## src/rtl/coin_input_conditioner.sv

```systemverilog
// Coin/buy input conditioner: synchronises and debounces the raw vending-machine
// lines, then arbitrates them into single-cycle, guard-spaced coin/buy pulses.
module coin_input_conditioner #(
    parameter int DB_CYCLES  = 4,
    parameter int GAP_CYCLES = 2,
    parameter int CNT_W      = 8
) (
    input  logic             clk,
    input  logic             rst,
    input  logic             coin_raw,
    input  logic             buy_raw,
    output logic             coin,
    output logic             buy,
    output logic             busy,
    output logic [CNT_W-1:0] coin_total,
    output logic             drop_err
);

    localparam int DCW = $clog2(DB_CYCLES);
    localparam int GCW = (GAP_CYCLES > 1) ? $clog2(GAP_CYCLES) : 1;
    localparam logic [DCW-1:0] DB_LAST  = DCW'(DB_CYCLES - 1);
    localparam logic [GCW-1:0] GAP_LAST = GCW'(GAP_CYCLES - 1);

    typedef enum logic {IDLE, GAP} state_t;

    // channel 0 = coin, channel 1 = buy
    logic [1:0]     sync_p0;
    logic [1:0]     sync_p1;
    logic [1:0]     db;
    logic [1:0]     rise;
    logic [DCW-1:0] db_cnt [2];

    state_t         state;
    state_t         state_nxt;
    logic [GCW-1:0] gap_cnt;
    logic           gap_done;
    logic           coin_req;
    logic           buy_req;
    logic           grant_coin;
    logic           grant_buy;

    // ---- stage p0/p1: two-flop synchroniser
    always_ff @(posedge clk) begin
        if (rst) begin
            sync_p0 <= '0;
            sync_p1 <= '0;
        end else begin
            sync_p0 <= {buy_raw, coin_raw};
            sync_p1 <= sync_p0;
        end
    end

    // ---- debounce: accept a level after DB_CYCLES consecutive differing samples
    always_ff @(posedge clk) begin
        for (int i = 0; i < 2; i++) begin
            if (rst) begin
                db[i]     <= 1'b0;
                db_cnt[i] <= '0;
            end else if (sync_p1[i] != db[i]) begin
                if (db_cnt[i] == DB_LAST) begin
                    db[i]     <= ~db[i];
                    db_cnt[i] <= '0;
                end else begin
                    db_cnt[i] <= db_cnt[i] + DCW'(1);
                end
            end else begin
                db_cnt[i] <= '0;
            end
        end
    end

    // A rising edge is flagged on the same posedge that db goes high.
    always_comb begin
        rise = '0;
        for (int i = 0; i < 2; i++) begin
            rise[i] = sync_p1[i] & ~db[i] & (db_cnt[i] == DB_LAST);
        end
    end

    // ---- arbiter FSM
    assign gap_done = (gap_cnt == GAP_LAST);

    always_ff @(posedge clk) begin
        if (rst) state <= IDLE;
        else     state <= state_nxt;
    end

    always_comb begin
        state_nxt = state;
        case (state)
            IDLE:    if (coin_req | buy_req) state_nxt = GAP;
            GAP:     if (gap_done)           state_nxt = IDLE;
            default: state_nxt = IDLE;
        endcase
    end

    always_comb begin
        grant_coin = (state == IDLE) & coin_req;
        grant_buy  = (state == IDLE) & ~coin_req & buy_req;
    end

    always_ff @(posedge clk) begin
        if (rst || state != GAP || gap_done) gap_cnt <= '0;
        else                                 gap_cnt <= gap_cnt + GCW'(1);
    end

    // ---- requests, pulses and status
    always_ff @(posedge clk) begin
        if (rst) begin
            coin_req   <= 1'b0;
            buy_req    <= 1'b0;
            drop_err   <= 1'b0;
            coin       <= 1'b0;
            buy        <= 1'b0;
            coin_total <= '0;
        end else begin
            coin_req <= rise[0] | (coin_req & ~grant_coin);
            buy_req  <= rise[1] | (buy_req & ~grant_buy);
            // an edge arriving while its request is still latched is lost
            drop_err <= drop_err | (rise[0] & coin_req & ~grant_coin)
                                 | (rise[1] & buy_req & ~grant_buy);
            coin     <= grant_coin;
            buy      <= grant_buy;
            if (grant_coin && !(&coin_total)) coin_total <= coin_total + CNT_W'(1);
        end
    end

    assign busy = (state != IDLE) | coin_req | buy_req;

endmodule

```

## config.mk

```make
export PLATFORM = sky130hd
export DESIGN_NAME = coin_input_conditioner
export DESIGN_NICKNAME = d
export VERILOG_FILES = /design/src/rtl/coin_input_conditioner.sv
export SDC_FILE = /design/constraint.sdc
export NUM_CORES = 1
export LEC_CHECK = 0
export CORE_ASPECT_RATIO = 1.4
export CORE_MARGIN = 4
export CORE_UTILIZATION = 36
export DETAILED_ROUTE_END_ITERATION = 10
export HOLD_SLACK_MARGIN = 0.02
export SLEW_MARGIN = 20
export SYNTH_ARGS = -nofsm -noshare
export SYNTH_HDL_FRONTEND = slang
export SYNTH_SLANG_ARGS = --single-unit
```

## constraint.sdc

```tcl
create_clock -name clk -period 1.6 [get_ports clk]
set_input_delay 0.16 -clock clk [delete_from_list [all_inputs] [get_ports clk]]
set_output_delay 0.16 -clock clk [all_outputs]
set_load 0.02 [all_outputs]
```

Word-level counts from Yosys, hierarchy flattened
Memory sizes are Yosys's and may differ from the RTL's. Cells that the tools add are included.

$add $sub $neg: 4. Equal/unequal tests: 4. Mux-type cells: 33. Bitwise logic cells: 32. Reduce and logical (&&, ||, !) cells: 7.

Operator list (count): 1-bit two-way mux (26); 1-bit bitwise AND (13); 1-bit OR (13); 2-bit two-way mux (6); 8-bit by 1-bit adder with 8-bit output, second input constant (1); 8-bit AND reduction (1); 1-bit NOT (6); 2-bit by 1-bit adder with 2-bit output, second input constant (2); 2-bit equality test, second input constant (2); 2-bit AND reduction (2); 1-bit logical OR (2); 1-bit inequality test (2); 1-bit one-hot mux with 2 select lines (1); 1-bit adder, second input constant (1); 1-bit logical AND (1); 1-bit logical NOT (1).

Register bits: 21. Bits in writable memories: 4. Output and inout port bits: 12. Logic and storage cells: 93. Memories: 1.

Memories: db_cnt (depth 2, bits a word 2, rd ports 2, clocked after Yosys merged registers in 0, wr ports 2, RTL line 31) `logic [DCW-1:0] db_cnt [2];`.

Depth between registers and ports, before layout
Gate-level depths: netlist of the first run.

Depth after elaboration: 8. Gate-level depth with buffers: 5. Gate-level depth less buffers: 5.

Worst setup path before layout of the first run
Ideal clock, no wire load.

Kind: reg-to-reg. From: register coin_total[0]. To: register coin_total[0]. Arrival: 1.351 ns. Required time: 1.477 ns. Path slack: 0.126 ns. Stages on the path, launching flop included: 5. Cells stage by stage: dfxtp_1 -> ha_1 -> and4_1 -> a21oi_2 -> mux2_1.

Cells in the longest elaborated chain, start to end: 3. Elaborated cells on any way between the ends: 4. Those cells by class: 1 x add/sub; 3 x reduce/logical.

RTL lines: from (decl) (RTL line 15) `output logic [CNT_W-1:0] coin_total,`; from (signal assigned) (RTL line 124) `if (grant_coin && !(&coin_total)) coin_total <= coin_total + CNT_W'(1);`; branches (longest 3 deep; another with 8-bit by 1-bit adder with 8-bit output).

Several ways; the timed one is not identified. A chain may end at the register's enable or synchronous reset.

Final worst setup path of the first run
From: register state. To: output port busy.

Cells in the longest elaborated chain, start to end: 2.

RTL lines: from (decl) (RTL line 33) `state_t state;`; from (signal assigned) (RTL line 85) `else state <= state_nxt;`; 1-bit OR (2 in a row) (RTL line 128) `assign busy = (state != IDLE) | coin_req | buy_req;`; to (decl) (RTL line 14) `output logic busy,`.

Every way passes these cells.

==> results of run 1 <==
[per-layer routing]
layer	vias up	part of all wire (%)	wire length [um]	global-route usage, %
li1	421	-	-	-
met4	0	0.85	17	4.99
met2	8	52	1030	20.0
met1	384	44	877	13.8
met3	2	3.4	67	2.86
met5	-	0	0	0
[timing repair]
action / 4_1_cts / 5_1_grt
setup endpoints to repair: 1 / 0
gates resized for setup: 1 / 0
buffers inserted: 0 / 0
[registers in the layout, summed over array words and instances, names as in the netlist]
signal	flops
sync_p0	2
gap_cnt	1
coin_req	1
coin_total	8
coin	1
buy	1
db	2
state	1
buy_req	1
drop_err	1
sync_p1	2
db_cnt	4
[kinds of logic (layout without fill, tap and decap cells)]
group                    Yosys count  after routing  synth area share [%]
multiplexers                       2              2                  1.95
buffers and inverters              8             26                  3.09
flip-flops                        25             25                  49.4
AO/OA/AOI/OAI                     18             18                  12.6
adder cells (fa/ha/maj)            5              5                  5.72
other                              1              4                 0.343
AND/OR/NAND/NOR                   43             43                  25.3
XOR/XNOR                           2              2                  1.60
[layout by cell type (no fill, tap or decap), drive strengths merged]
master         Yosys  routed
a211oi             2       2
a21boi             1       1
a21oi              7       7
a22oi              1       1
a311oi             1       1
a41oi              3       3
and2               1       1
and3               1       1
and4               2       2
and4b              3       3
buf                3       5
clkbuf             3       3
clkdlybuf4s50      0      14
conb               1       4
dfxtp             21      21
dlygate4sd2        0       1
edfxtp             4       4
ha                 5       5
inv                2       3
mux2               1       1
mux2i              1       1
nand2              3       3
nand2b             4       4
nand3              1       1
nand3b             1       1
nand4              2       2
nor2               6       6
nor2b              7       7
nor3               3       3
nor3b              2       2
nor4               2       2
nor4b              3       3
o2111a             1       1
o21ai              1       1
o21bai             1       1
or2                1       1
or3                1       1
xnor2              2       2
[stage by stage]
step	area, um2	util (%)	hold WS (ns)	total power, mW
floorplan	1100	-	0.288	0.698
global placement	1330	46.0	0.407	0.718
detailed placement	1330	46.0	0.409	0.720
CTS	1370	47.7	0.422	1.10
global route	1370	47.7	0.436	1.13
finish	1370	47.7	0.419	1.08
[final cells by class]
type	instances	area (um2)	area share, %
clock buffer	3	41.3	3.01
inverter	2	7.51	0.547
sequential	25	541	39.4
timing repair buffer	20	199	14.5
clock inverter	1	6.26	0.456
tap	37	46.3	3.38
multi-input combinational	74	531	38.7
[power breakdown]
group / total (mW) / internal (mW) / switching [mW] / leakage, nW
sequential: 0.653 / 0.649 / 0.00399 / 0.211
combinational: 0.0507 / 0.0259 / 0.0248 / 0.254
clock: 0.375 / 0.177 / 0.197 / 0.0260
[worst max-delay path by stage]
stage | endpoint | slack (ns) | startpoint
final | busy | 0.05 | state
after global routing | busy | 0.0009 | state
after CTS | busy | 0.03 | state
after detailed placement | busy | 0.12 | state
after global placement | busy | 0.13 | state
after floorplan | coin_total[0] | 0.13 | coin_total[0]
==> results.tsv, run 1 <==
stage	metric	value	unit
global_routing	total grt overflow	0	
critical_path	type of origin of the critical path	flip-flop	
yosys	cell taking the most area after synthesis	dfxtp_1	
place	gpl congestion	0.742	
cells_and_area	fillers	288	
global_routing	GR Util All Layers	11.9	%
worst_hold_path	Hold Path Origin	gap_cnt	
critical_path	R2R cell count	4	
floorplanning	IO Count	16	
routing	DR pass1 iterations	2	
yosys	Synth area leaders	dfxtp_1, edfxtp_1, ha_1	
floorplanning	die width	54.6	um
yosys	number of enable flip-flop cells after synthesis	4	
critical_path	CP delay by family, top	simple AND/OR/NAND/NOR gates	
timing	final critical-path share of the clock period	97.2	%
routing	final WL	1990	um
cts	hold_buf cts	0	
cells_and_area	layout cell share with drive strength beyond 1	13.6	%
routing	vias per cell	5.03	
worst_hold_path	hold path depth	1	
yosys	Syn Inst Count	104	
cts	CTS tree	yes	
cts	CTS Sinks	25	
critical_path	CP endpoint kind	primary output	
critical_path	CP max stage cell	or3_2	
cts	root buffer cell	clkbuf_8	
pwr	leakage	0.491	nW
timing	unrepaired setup endpoints after global routing	no	
floorplanning	Starting Density	38.0	%
pwr	Peak VDD IR	0.493	mV
critical_path	top fanout value on the critical path	2	
timing	Setup Viol. Count Final	0	
timing	clock skew	0.00113	ns
flow_run	max cap viols	0	
critical_path	Worst path depth	2	
cts	clock-pin slew of the registers on the worst-case setup and hold paths	0.09	ns
floorplanning	Die ar.	0.00400	mm2
cts	CTS Buffer Depth	2	
cells_and_area	final cell count without fillers	162	
yosys	top-count cell post-synth	dfxtp_1	
yosys	Yosys cell types	40	
cells_and_area	Final Net Count	135	
timing	Setup TNS	0	ns
timing	final worst slack	0.0452	ns
global_routing	first-pass GRT wire length	3530	um
critical_path	Reg2Reg Setup Slack	0.14	ns
global_routing	vias in the first global route	816	
place	placed cell count	158	
critical_path	worst reg2reg startpoint	coin_total[0]	
routing	drt initial violations	20	
floorplanning	row count	23	
routing	Remaining DRCs	0	
yosys	async set or reset register ratio after synthesis	0	%
critical_path	Data arrival, critical path	1.39	ns
yosys	sequential area share after synthesis	49.4	%
yosys	Yosys reg bits	25	
place	pre-CTS setup slack	0.116	ns
routing	DR vias	815	
timing	Slew Limit Fails	0	
critical_path	CP Data Required Time	1.44	ns
cells_and_area	antenna fix cells	0	
timing	Fin. Hold Viols	0	
routing	WL/cell	12.3	um
global_routing	initial antenna violation count	0	
timing	Max Freq	0.643	GHz
yosys	top cells by count, synth	dfxtp_1, nor2b_1, a21oi_1, nor2_1, ha_1	
yosys	top cell type's share of synthesized area	38.4	%
critical_path	Crit Path Class	flip-flop to primary output	
timing	crit path time final	1.55	ns
worst_hold_path	Worst Hold Endpoint	gap_cnt	
critical_path	Buf/Inv on CP	1	
place	I/O Buffers	15	
cts	clk_lat worst skew	0.26	ns
place	DPL Wire Length	1470	um
yosys	synthesized area per cell	10.5	um2
floorplanning	core box area	0.00288	mm2
critical_path	worst-path cell chain	or3_2, dlygate4sd2_1	
routing	post-route ant nets	0	
run_status	status	finished clean	
critical_path	slowest cell delay on critical path	0.48	ns
yosys	Post-Syn Area	0.00109	mm2
yosys	Synth Warn #	0	
global_routing	largest net degree at the start of global routing	29	
worst_hold_path	Hold/Removal Path Class	flip-flop to flip-flop	
cts	Max H-tree Level	1	
floorplanning	Die Ht	73.2	um
pwr	power per cell area	786	mW/mm2
critical_path	r2r endpoint	coin_total[0]	
yosys	ys flop type	dfxtp_1	
cts	CTS buffer count	3	
cells_and_area	P&R area growth vs syn	25.4	%
Note: power is estimated with default switching activity, not from simulation.
==> run 2: changes to the inputs <==
- CTS_CLUSTER_DIAMETER: unset -> 30
==> results of run 2 <==
Final layout, timing and power as in run 1 (identical DEF).
==> run 3: changes to the inputs <==
- CORE_MARGIN: 4 -> 2
- CORE_UTILIZATION: 36 -> 52
- PLACE_DENSITY: unset -> 0.77
==> results.tsv, run 3 (same netlist as run 1, synthesis figures left out) <==
stage	metric	value	unit	change
global_routing	vias in the first global route	867		+6.3%
pwr	Comb power frac	5.1	%	+0.4 points
cts	CTS Buffer Depth	2		unchanged
global_routing	first-pass GRT wire length	3470	um	-1.8%
pwr	Peak VDD IR	0.484	mV	-1.9%
pwr	internal power	773	uW	-9.3%
cts	CTS tree	yes		
pwr	power per cell area	739	mW/mm2	-6.0%
cts	CTS buffer count	3		unchanged
routing	Remaining DRCs	0		unchanged
timing	Max Freq	0.659	GHz	+2.4%
timing	clock skew	0.00209	ns	+0.000957 ns
timing	Setup Viol. Count Final	0		unchanged
cells_and_area	final cell count without fillers	146		-9.9%
critical_path	Worst Setup EP	coin_total[1]		
routing	DR vias	826		+1.3%
place	I/O Buffers	15		unchanged
cells_and_area	largest reg by FF count	coin_total		
floorplanning	Die ar.	0.00249	mm2	-38%
cells_and_area	P&R area growth vs syn	22.2	%	
routing	DR pass1 iterations	4		+2
critical_path	CP max stage cell	clkdlybuf4s50_1		
floorplanning	die width	42.8	um	-22%
routing	drt initial violations	3		-85%
critical_path	slowest cell delay on critical path	0.63	ns	+0.15 ns
cells_and_area	layout cell share with drive strength beyond 1	14.4	%	+0.80 points
pwr	Psw	215	uW	-4.9%
routing	post-route ant nets	0		unchanged
pwr	Sw Ratio	21.7	%	+0.78 points
timing	unrepaired setup endpoints after global routing	no		
critical_path	CP delay by family, top	buffers and inverters		
critical_path	Buf/Inv on CP	1		unchanged
pwr	leakage	0.557	nW	+13%
timing	Fin. Hold Viols	0		unchanged
critical_path	CP endpoint kind	primary output		
floorplanning	IO Count	16		unchanged
critical_path	Worst path depth	1		-1
critical_path	worst-path cell chain	clkdlybuf4s50_1		
worst_hold_path	Hold/Removal Path Class	input pin to flip-flop		
critical_path	CP Data Required Time	1.44	ns	about the same
cells_and_area	Regs by FF count	coin_total (8), db_cnt (4)		
critical_path	worst setup path startpoint	coin_total[1]		
cts	Max H-tree Level	1		unchanged
floorplanning	row count	19		-17%
critical_path	R2R cell count	4		unchanged
cells_and_area	Largest register FFs	8		unchanged
cts	root buffer cell	clkbuf_4		
place	gpl congestion	0.819		+10%
pwr	overall power	988	uW	-8.4%
timing	crit path time final	1.52	ns	-0.0367 ns
cells_and_area	most frequent cells in the layout	dfxtp_1, clkdlybuf4s50_1, nor2b_1, a21oi_1, nor2_1		
routing	WL/cell	14.1	um	+15%
critical_path	top fanout value on the critical path	4		+2
critical_path	Crit Path Class	flip-flop to primary output		
cts	clk_lat worst skew	0.32	ns	+0.06 ns
place	placed cell count	142		-10%
routing	vias per cell	5.66		+12%
critical_path	Reg2Reg Setup Slack	0.11	ns	-0.03 ns
timing	Setup TNS	0	ns	unchanged
cts	clock-pin slew of the registers on the worst-case setup and hold paths	0.13	ns	+0.04 ns
floorplanning	Starting Density	55.4	%	+17 points
flow_run	max cap viols	0		unchanged
cells_and_area	antenna fix cells	0		unchanged
critical_path	Data arrival, critical path	1.36	ns	-0.03 ns
pwr	Reg power frac	66.2	%	+5.6 points
cts	CTS Sinks	25		unchanged
cells_and_area	most common cell after layout, fill and taps aside	dfxtp_1		
global_routing	largest net degree at the start of global routing	29		unchanged
run_status	status	finished clean		
critical_path	type of origin of the critical path	flip-flop		
routing	final WL	2070	um	+3.8%
global_routing	GR Util All Layers	18.6	%	+6.7 points
cts	Post-CTS Setup Inserts	0		unchanged
cells_and_area	Final Net Count	135		unchanged
floorplanning	core box area	0.00197	mm2	-31%
global_routing	initial antenna violation count	0		unchanged
critical_path	worst reg2reg startpoint	coin_total[0]		
critical_path	r2r endpoint	coin_total[0]		
floorplanning	Die Ht	58.3	um	-20%
timing	Slew Limit Fails	0		unchanged
pwr	clock share of power	28.7	%	-6.0 points
global_routing	total grt overflow	0		unchanged
place	DPL Wire Length	1500	um	+1.9%
timing	final critical-path share of the clock period	94.9	%	-2.3 points
cts	hold_buf cts	0		unchanged
## run 3: changes by cell type in the layout (fill, tap and decap cells not counted), sizes merged
cell / before / now
inv: 3 / 2
clkdlybuf4s50: 14 / 9
dlymetal6s2s: 0 / 4
clkbuf: 3 / 5
## run 3: layout make-up
type,count,area (um2)
Multi-Input combinational cell,74,531
Timing Repair Buffer,20,204
Tap cell,21,26.3
Fill cell,177,637
Sequential cell,25,542
Clock buffer,4,26.3
Inverter,2,7.51
## run 3: worst min-delay path by stage
stage | from | endpoint | slack [ns] | cells past startpoint
finish | buy_raw | sync_p0[1] | 0.37 | 2
CTS | buy_raw | sync_p0[1] | 0.36 | 2
global route | buy_raw | sync_p0[1] | 0.38 | 2
floorplan | coin_raw | sync_p0[0] | 0.29 | 1
global placement | gap_cnt | gap_cnt | 0.41 | 1
detailed placement | gap_cnt | gap_cnt | 0.42 | 1
## run 3: metrics by stage
step	worst slack, ns	hold WS [ns]	area (um2)	utilization, %
6_report	0.0818	0.370	1340	67.7
5_1_grt	0.0469	0.384	1340	67.7
4_1_cts	0.00119	0.358	1330	67.4
3_5_place_dp	0.125	0.416	1310	66.1
3_3_place_gp	0.131	0.411	1310	66.1
2_1_floorplan	0.126	0.288	1100	-
## run 3: metal layers
| metal | up-vias | part of all wire, % | routed length, um | GRT usage (%) |
|---|---|---|---|---|
| li1 | 421 | - | - | - |
| met1 | 381 | 42 | 857 | 18.1 |
| met2 | 17 | 52 | 1060 | 34.2 |
| met3 | 7 | 3.1 | 65 | 2.18 |
| met4 | 0 | 3.8 | 78 | 14.7 |
| met5 | - | 0 | 0 | 0 |
## run 3: what timing repair did
| item | 4_1_cts | 5_1_grt |
|---|---|---|
| setup endpoints to repair | 2 | 6 |
| hold endpoints to repair | 0 | 0 |
| gates resized for setup | 3 | 6 |
## run 3: power groups by stage
stage          Clock, mW  Sequential [mW]  Combinational [mW]
2_1_floorplan          0            0.667              0.0309
3_3_place_gp           0            0.667              0.0497
3_5_place_dp           0            0.668              0.0513
4_1_cts            0.294            0.654              0.0513
5_1_grt            0.305            0.655              0.0578
6_report           0.284            0.654              0.0504
